`config.mk`:
```
export PLATFORM = sky130hd
export DESIGN_NAME = mandelbrot_frame
export DESIGN_NICKNAME = d
export VERILOG_FILES = /design/src/rtl/mandelbrot_pkg.sv /design/src/rtl/mandelbrot_alu.sv /design/src/rtl/mandelbrot_frame.sv
export SDC_FILE = /design/constraint.sdc
export NUM_CORES = 1
export LEC_CHECK = 0
export CORE_ASPECT_RATIO = 0.5
export CORE_MARGIN = 2
export CORE_UTILIZATION = 40
export CTS_BUF_LIST = sky130_fd_sc_hd__clkbuf_8
export DETAILED_ROUTE_END_ITERATION = 6
export GPL_TIMING_DRIVEN = 1
export PLACE_DENSITY = 0.6
export SETUP_SLACK_MARGIN = 0.15
export SYNTH_ARGS = -nofsm -noshare
export SYNTH_HDL_FRONTEND = slang
export SYNTH_SLANG_ARGS = --single-unit
export TNS_END_PERCENT = 5
```
`constraint.sdc`:
```
create_clock -name clk -period 10.1 [get_ports clk]
set_input_delay 1.515 -clock clk [delete_from_list [all_inputs] [get_ports clk]]
set_output_delay 1.515 -clock clk [all_outputs]
set_load 0.01 [all_outputs]
```
`src/rtl/mandelbrot_pkg.sv`:
```
// -----------------------------------------------------------------------------
// mandelbrot_pkg
// Shared definitions for the Mandelbrot frame engine:
//   - FSM state encoding (IDLE / ITER / HOLD)
//   - fixed-point format helper used by the escape-time ALU
//   - default viewport constants for the standard 640x480 view
// No ports (package).
// -----------------------------------------------------------------------------
package mandelbrot_pkg;

    // FSM state encoding
    localparam logic [1:0] ST_IDLE = 2'd0;
    localparam logic [1:0] ST_ITER = 2'd1;
    localparam logic [1:0] ST_HOLD = 2'd2;

    // Fixed-point format: 3 integer bits (sign included), rest fraction.
    // This covers [-4, 4), enough for the |z| >= 2 escape test.
    localparam int INT_BITS = 3;

    function automatic int frac_bits(input int width);
        return width - INT_BITS;
    endfunction

    // Default viewport for a 640x480 frame at BITWIDTH=10 (Q3.7):
    // top-left corner at c = -2.0 - 1.25i, one LSB (1/128) per pixel,
    // which is the closest representable step to 3.0/640.
    localparam int DEFAULT_CR_START = -256;
    localparam int DEFAULT_CI_START = -160;
    localparam int DEFAULT_STEP     = 1;

endpackage

```
`src/rtl/mandelbrot_alu.sv`:
```
// -----------------------------------------------------------------------------
// mandelbrot_alu
// Combinational escape-time step: z_next = z^2 + c, plus an escape flag
// evaluated on the incoming z (size = |z|^2 >= 4).
// Fixed-point format: signed WIDTH bits, frac_bits(WIDTH) fraction bits.
// Ports:
//   zr, zi           current z (real, imaginary)
//   cr, ci           constant c (real, imaginary)
//   zr_next, zi_next z^2 + c, truncated and wrapped to WIDTH bits
//   size             |z|^2 >= 4.0 for the current z
// -----------------------------------------------------------------------------
module mandelbrot_alu
    import mandelbrot_pkg::*;
#(
    parameter int WIDTH = 10
) (
    input  logic signed [WIDTH-1:0] zr,
    input  logic signed [WIDTH-1:0] zi,
    input  logic signed [WIDTH-1:0] cr,
    input  logic signed [WIDTH-1:0] ci,
    output logic signed [WIDTH-1:0] zr_next,
    output logic signed [WIDTH-1:0] zi_next,
    output logic                    size
);

    localparam int FRAC = frac_bits(WIDTH);
    localparam int PW   = 2 * WIDTH + 2;
    // 4.0 expressed in the squared (2*FRAC fraction bits) domain
    localparam logic signed [PW-1:0] ESC_LIMIT = PW'(4) <<< (2 * FRAC);

    logic signed [PW-1:0] zr_w, zi_w;
    logic signed [PW-1:0] rr, ii, ri;
    logic signed [PW-1:0] re_full, im_full, mag;
    logic                 unused_bits;

    assign zr_w = zr;
    assign zi_w = zi;

    assign rr = zr_w * zr_w;
    assign ii = zi_w * zi_w;
    assign ri = zr_w * zi_w;

    assign re_full = rr - ii;
    assign im_full = ri <<< 1;
    assign mag     = rr + ii;

    // Dropping FRAC low bits is an arithmetic shift; keeping WIDTH bits
    // then adding c wraps modulo 2^WIDTH (no saturation).
    assign zr_next = re_full[FRAC +: WIDTH] + cr;
    assign zi_next = im_full[FRAC +: WIDTH] + ci;
    assign size    = (mag >= ESC_LIMIT);

    // Truncated product bits are intentionally discarded.
    assign unused_bits = ^{re_full[PW-1:FRAC+WIDTH], re_full[FRAC-1:0],
                           im_full[PW-1:FRAC+WIDTH], im_full[FRAC-1:0]};

endmodule

```
`src/rtl/mandelbrot_frame.sv`:
```
// -----------------------------------------------------------------------------
// mandelbrot_frame
// Walks a programmable viewport in raster order, iterates every pixel through
// the shared escape-time ALU and streams (count, escaped, x, y, last) out on a
// valid/ready interface.
// Optional feature macro: MANDELBROT_JULIA_EN adds Julia mode (julia,
// julia_cr, julia_ci ports; z0 = pixel coordinate, c = latched julia_c).
// Ports:
//   clk, rst_n            clock, asynchronous active-low reset
//   start, abort          begin frame (IDLE only) / terminate frame
//   cr_start, ci_start    c at pixel (0,0)
//   step                  coordinate increment per pixel and per line
//   max_iter              iteration limit
//   julia, julia_cr/ci    Julia mode and constant (MANDELBROT_JULIA_EN only)
//   busy                  frame in progress
//   out_valid/out_ready   result stream handshake
//   out_count             iterations completed
//   out_escaped           pixel escaped
//   out_x, out_y, out_last pixel position, last pixel of the frame
//   done                  one-cycle pulse on normal frame completion
// -----------------------------------------------------------------------------
module mandelbrot_frame
    import mandelbrot_pkg::*;
#(
    parameter int BITWIDTH = 10,
    parameter int CTRWIDTH = 7,
    parameter int H_PIXELS = 640,
    parameter int V_PIXELS = 480,
    localparam int XW = $clog2(H_PIXELS),
    localparam int YW = $clog2(V_PIXELS)
) (
    input  logic                clk,
    input  logic                rst_n,
    input  logic                start,
    input  logic                abort,
    input  logic [BITWIDTH-1:0] cr_start,
    input  logic [BITWIDTH-1:0] ci_start,
    input  logic [BITWIDTH-1:0] step,
    input  logic [CTRWIDTH-1:0] max_iter,
`ifdef MANDELBROT_JULIA_EN
    input  logic                julia,
    input  logic [BITWIDTH-1:0] julia_cr,
    input  logic [BITWIDTH-1:0] julia_ci,
`endif
    output logic                busy,
    output logic                out_valid,
    input  logic                out_ready,
    output logic [CTRWIDTH-1:0] out_count,
    output logic                out_escaped,
    output logic [XW-1:0]       out_x,
    output logic [YW-1:0]       out_y,
    output logic                out_last,
    output logic                done
);

    logic [1:0]          state_reg, state_next;
    logic [XW-1:0]       x_reg;
    logic [YW-1:0]       y_reg;
    logic [BITWIDTH-1:0] cr_reg, ci_reg, zr_reg, zi_reg;
    logic [BITWIDTH-1:0] cr_start_reg, step_reg;
    logic [CTRWIDTH-1:0] ctr_reg, max_iter_reg, count_reg;
    logic                escaped_reg, done_reg;

    logic [BITWIDTH-1:0] zr_alu, zi_alu, c_r, c_i;
    logic [BITWIDTH-1:0] cr_adv, ci_adv;
    logic [BITWIDTH-1:0] z0r_start, z0i_start, z0r_adv, z0i_adv;
    logic                size, term, line_end, is_last;

    // ---------------- coordinate walker helpers ----------------
    assign line_end = (x_reg == XW'(H_PIXELS - 1));
    assign is_last  = line_end && (y_reg == YW'(V_PIXELS - 1));
    // Escape wins over the limit: size is captured as out_escaped either way.
    assign term     = size || (ctr_reg == max_iter_reg);

    // Coordinate of the next pixel; additions wrap modulo 2^BITWIDTH.
    assign cr_adv = line_end ? cr_start_reg : cr_reg + step_reg;
    assign ci_adv = line_end ? ci_reg + step_reg : ci_reg;

`ifdef MANDELBROT_JULIA_EN
    logic                julia_reg;
    logic [BITWIDTH-1:0] julia_cr_reg, julia_ci_reg;

    assign c_r = julia_reg ? julia_cr_reg : cr_reg;
    assign c_i = julia_reg ? julia_ci_reg : ci_reg;
    // At frame start the mode input is used directly: it is latched on the
    // same edge that loads z.
    assign z0r_start = julia ? cr_start : '0;
    assign z0i_start = julia ? ci_start : '0;
    assign z0r_adv   = julia_reg ? cr_adv : '0;
    assign z0i_adv   = julia_reg ? ci_adv : '0;
`else
    assign c_r       = cr_reg;
    assign c_i       = ci_reg;
    assign z0r_start = '0;
    assign z0i_start = '0;
    assign z0r_adv   = '0;
    assign z0i_adv   = '0;
`endif

    mandelbrot_alu #(
        .WIDTH (BITWIDTH)
    ) u_alu (
        .zr      (zr_reg),
        .zi      (zi_reg),
        .cr      (c_r),
        .ci      (c_i),
        .zr_next (zr_alu),
        .zi_next (zi_alu),
        .size    (size)
    );

    // ---------------- FSM: state register ----------------
    always_ff @(posedge clk or negedge rst_n) begin
        if (!rst_n) begin
            state_reg <= ST_IDLE;
        end else begin
            state_reg <= state_next;
        end
    end

    // ---------------- FSM: next state ----------------
    always_comb begin
        state_next = state_reg;
        if (abort) begin
            state_next = ST_IDLE;
        end else begin
            case (state_reg)
                ST_IDLE: if (start) state_next = ST_ITER;
                ST_ITER: if (term) state_next = ST_HOLD;
                ST_HOLD: if (out_ready) state_next = is_last ? ST_IDLE : ST_ITER;
                default: state_next = ST_IDLE;
            endcase
        end
    end

    // ---------------- FSM: outputs ----------------
    always_comb begin
        busy      = 1'b0;
        out_valid = 1'b0;
        out_last  = 1'b0;
        case (state_reg)
            ST_ITER: busy = 1'b1;
            ST_HOLD: begin
                busy      = 1'b1;
                out_valid = 1'b1;
                out_last  = is_last;
            end
            default: ;
        endcase
    end

    assign out_count   = count_reg;
    assign out_escaped = escaped_reg;
    assign out_x       = x_reg;
    assign out_y       = y_reg;
    assign done        = done_reg;

    // ---------------- datapath ----------------
    always_ff @(posedge clk or negedge rst_n) begin
        if (!rst_n) begin
            x_reg        <= '0;
            y_reg        <= '0;
            cr_reg       <= '0;
            ci_reg       <= '0;
            zr_reg       <= '0;
            zi_reg       <= '0;
            cr_start_reg <= '0;
            step_reg     <= '0;
            max_iter_reg <= '0;
            ctr_reg      <= '0;
            count_reg    <= '0;
            escaped_reg  <= 1'b0;
            done_reg     <= 1'b0;
`ifdef MANDELBROT_JULIA_EN
            julia_reg    <= 1'b0;
            julia_cr_reg <= '0;
            julia_ci_reg <= '0;
`endif
        end else begin
            done_reg <= 1'b0;
            case (state_reg)
                ST_IDLE: begin
                    if (start && !abort) begin
                        cr_start_reg <= cr_start;
                        step_reg     <= step;
                        max_iter_reg <= max_iter;
                        x_reg        <= '0;
                        y_reg        <= '0;
                        cr_reg       <= cr_start;
                        ci_reg       <= ci_start;
                        zr_reg       <= z0r_start;
                        zi_reg       <= z0i_start;
                        ctr_reg      <= '0;
`ifdef MANDELBROT_JULIA_EN
                        julia_reg    <= julia;
                        julia_cr_reg <= julia_cr;
                        julia_ci_reg <= julia_ci;
`endif
                    end
                end
                ST_ITER: begin
                    if (!abort) begin
                        if (term) begin
                            count_reg   <= ctr_reg;
                            escaped_reg <= size;
                        end else begin
                            zr_reg  <= zr_alu;
                            zi_reg  <= zi_alu;
                            ctr_reg <= ctr_reg + 1'b1;
                        end
                    end
                end
                ST_HOLD: begin
                    if (!abort && out_ready) begin
                        if (is_last) begin
                            done_reg <= 1'b1;
                        end else begin
                            if (line_end) begin
                                x_reg <= '0;
                                y_reg <= y_reg + 1'b1;
                            end else begin
                                x_reg <= x_reg + 1'b1;
                            end
                            cr_reg  <= cr_adv;
                            ci_reg  <= ci_adv;
                            zr_reg  <= z0r_adv;
                            zi_reg  <= z0i_adv;
                            ctr_reg <= '0;
                        end
                    end
                end
                default: ;
            endcase
        end
    end

endmodule

```
==> results.toml <==
[critical_path]
cp-end-kind = "register"
crit_type = "register to register"
max_stage_delay_ps = 1000
crit_family = "adder cells"
worstPathRequired_ps = 10410
crit_path_start_kind = "register"
critPathBufInv = 5
r2r_start = "zr_reg[3]"
cp_max_fo = 23
crit_top_cell = "inv_1"
critPathArrivalTime_ps = 9210
worst_path_max_delay_cell = "dfrtp_1"
critPathLaunch = "zr_reg[3]"

[hold_path]
hold_class = "register to register"
holdCritStartpoint = "cr_start_reg[4]"

[place]
place_hpwl_microns = 32700
gp_congestion = 0.817
pre_cts_ws_ps = 1260
portBuffers = 72

[sta]
rsz0062_at_grt = "false"
drv_slew = 0
setup_violations = 0
period_minus_slack_ps = 8900
hold_viol = 0
fin_crit_sh_pct = 88.1
worst_pin_slew_ps = 983
fmax_mhz = 112
worst_slack_ps = 1200
tns_ps = 0
skew_ps = 17.9
max_slew_margin_pct = 34.5

[logic_synthesis]
seq_area_frac_synth_pct = 14.9
ys_ff_latch = 104
synth_commonest_cells = "390 x inv_1, 237 x fa_1, 209 x ha_1"
ys.flop_type = "dfrtp_1"
synth_top_area_share_pct = 27.2
syn_avg_cell_area_sq_um = 8.97
async_reset_ff_share_pct = 100
ys_warn_count = 0
synth.largest_area_cell = "fa_1"
syn_area_sq_um = 17500
syn_nets = 2434
synth.most_common_cell = "inv_1"
synth_edf_count = 0
synth_cell_types = 69
yosys-top-cells-area = "fa_1 27%, ha_1 15%, dfrtp_1 15%, inv_1 8.4%, xnor2_1 4.4%"
synthCells = 1946

[cells_and_area]
n_fill_cell = 4296
drive_above_1_share_pct = 4.59
area_growth_pct = 8.38
final_util_pct = 43.7
layout.area.seq_sq_um = 2600
n_antenna_cell = 0
final_nets = 2464
multi_input_area_sq_um = 13100

[clock_tree]
hold_buffers = 0
path_clk_slew_ps = 100
clock_sinks = 104
clock_latency_ps = 380
htreeDepth = 3
cts_tree = "done"
clockBufferDepth = 2
cts_setup_buffers = 0
cts-resized-gates = 0
cts_buffers = 9
cts_root_buf = "clkbuf_8"

[pwr]
powerDensity_nw_per_um2 = 320
ir_drop_uv = 332
p_leak_nw = 9.91

[global_route]
grt_max_degree = 61
gr-total-overflow = 0
antenna_found_initial = 0
grt_pass1_wl_microns = 66600
first_global_vias = 13093
grt.total_usage_pct = 18.3

[routing]
wl_per_cell_microns = 15.5
ant_nets = 0
num_vias = 12711
remaining_drc_errors = 0
first_iter_violations = 622
drt-total-wl_microns = 39700
first_pass_iters = 5
via_per_inst = 4.95

[run_status]
status = "finished clean"

[die]
design.core.area_sq_um = 43300
fp.dieW_microns = 299
initial_core_util_pct = 40.3
die_area_sq_um = 45400
rows = 54
dieHeight_microns = 152
io_pins = 73

[job]
maxCapViolations = 0
cell type report:
cell class	count	share of cell area (%)
timing repair buffer	87	4.39
clock inverter	7	0.298
tap	588	3.89
multi-input combinational	1381	69.2
clock buffer	9	0.655
inverter	393	7.80
sequential	104	13.8
cell usage in the layout (no fill, tap or decap), types with 6 or more instances in the layout:
master,count
a211oi_1,7
a21boi_0,7
a21o_1,14
a21oi_1,56
a22o_1,21
a31oi_1,8
and2_1,61
and3_1,12
buf_4,16
clkbuf_8,9
clkdlybuf4s50_1,71
dfrtp_1,104
fa_1,237
ha_1,209
inv_1,391
mux2_2,33
mux2i_1,11
nand2_1,181
nand2b_1,24
nand3_1,26
nand4_1,17
nor2_1,109
nor2b_1,17
nor3_1,24
o211ai_1,11
o21ai_0,73
o41ai_1,6
or2_2,10
or3_1,10
xnor2_1,87
xor2_1,42
per-layer routing:
layer / global-route usage [%] / share of wire [%]
met1: 25.7 / 49
met2: 31.2 / 46
met3: 2.24 / 4.1
met4: 2.73 / 0.86
met5: 0 / 0
worst reg2reg max path, delay by kind of cell, from the launching register on:
family                   cells  cell delay [ps]
AO/OA/AOI/OAI                7             1960
adder cells (fa/ha/maj)      7             3120
AND/OR/NAND/NOR              9             2150
buffers and inverters        5              360
XOR/XNOR                     1              250
flip-flops                   1             1000
cells by family (layout without fill, tap and decap cells):
family | after synthesis | in the layout | synth area share [%]
DFF | 104 | 104 | 14.9
and+or+nand+nor | 508 | 508 | 14.0
muxes | 45 | 45 | 2.85
xor gates and xnor gates | 129 | 129 | 6.47
adders and majority gates | 446 | 446 | 42.2
buffers and inverters | 461 | 496 | 10.1
AOI/OAI and AO/OA | 253 | 253 | 9.54
per-stage QoR:
| stage | instance area [sq um] | hold slack, ps | instances | power [W] |
|---|---|---|---|---|
| 6_report | 18900 | 516 | 2569 | 0.00605 |
| 5_1_grt | 18900 | 531 | 2569 | 0.00676 |
| 4_1_cts | 18900 | 520 | 2569 | 0.00605 |
| 3_5_place_dp | 18700 | 495 | 2553 | 0.00577 |
| 3_3_place_gp | 18700 | 489 | 2553 | 0.00572 |
| 2_1_floorplan | 17500 | 479 | 1946 | 0.00444 |
report_power, final:
part           switching [W]  internal, W  total, W  leakage (nW)
logic                0.00295      0.00201   0.00496          8.47
clock network       0.000155    0.0000924  0.000248        0.0891
registers           0.000279     0.000560  0.000839          1.35
final timing paths:
path | end | slack [ps] | depth (start not counted)
setup reg to reg | zr_reg[0] | 1200 | 29
hold reg to reg | cr_start_reg[4] | 520 | 1
max in group asynchronous | step_reg[3] | 7780 | 2
hold / removal | cr_start_reg[4] | 520 | 1
min in group asynchronous | out_count[3] | 1190 | 1
setup / recovery | zr_reg[0] | 1200 | 29
(Power assumes the default switching activity.)
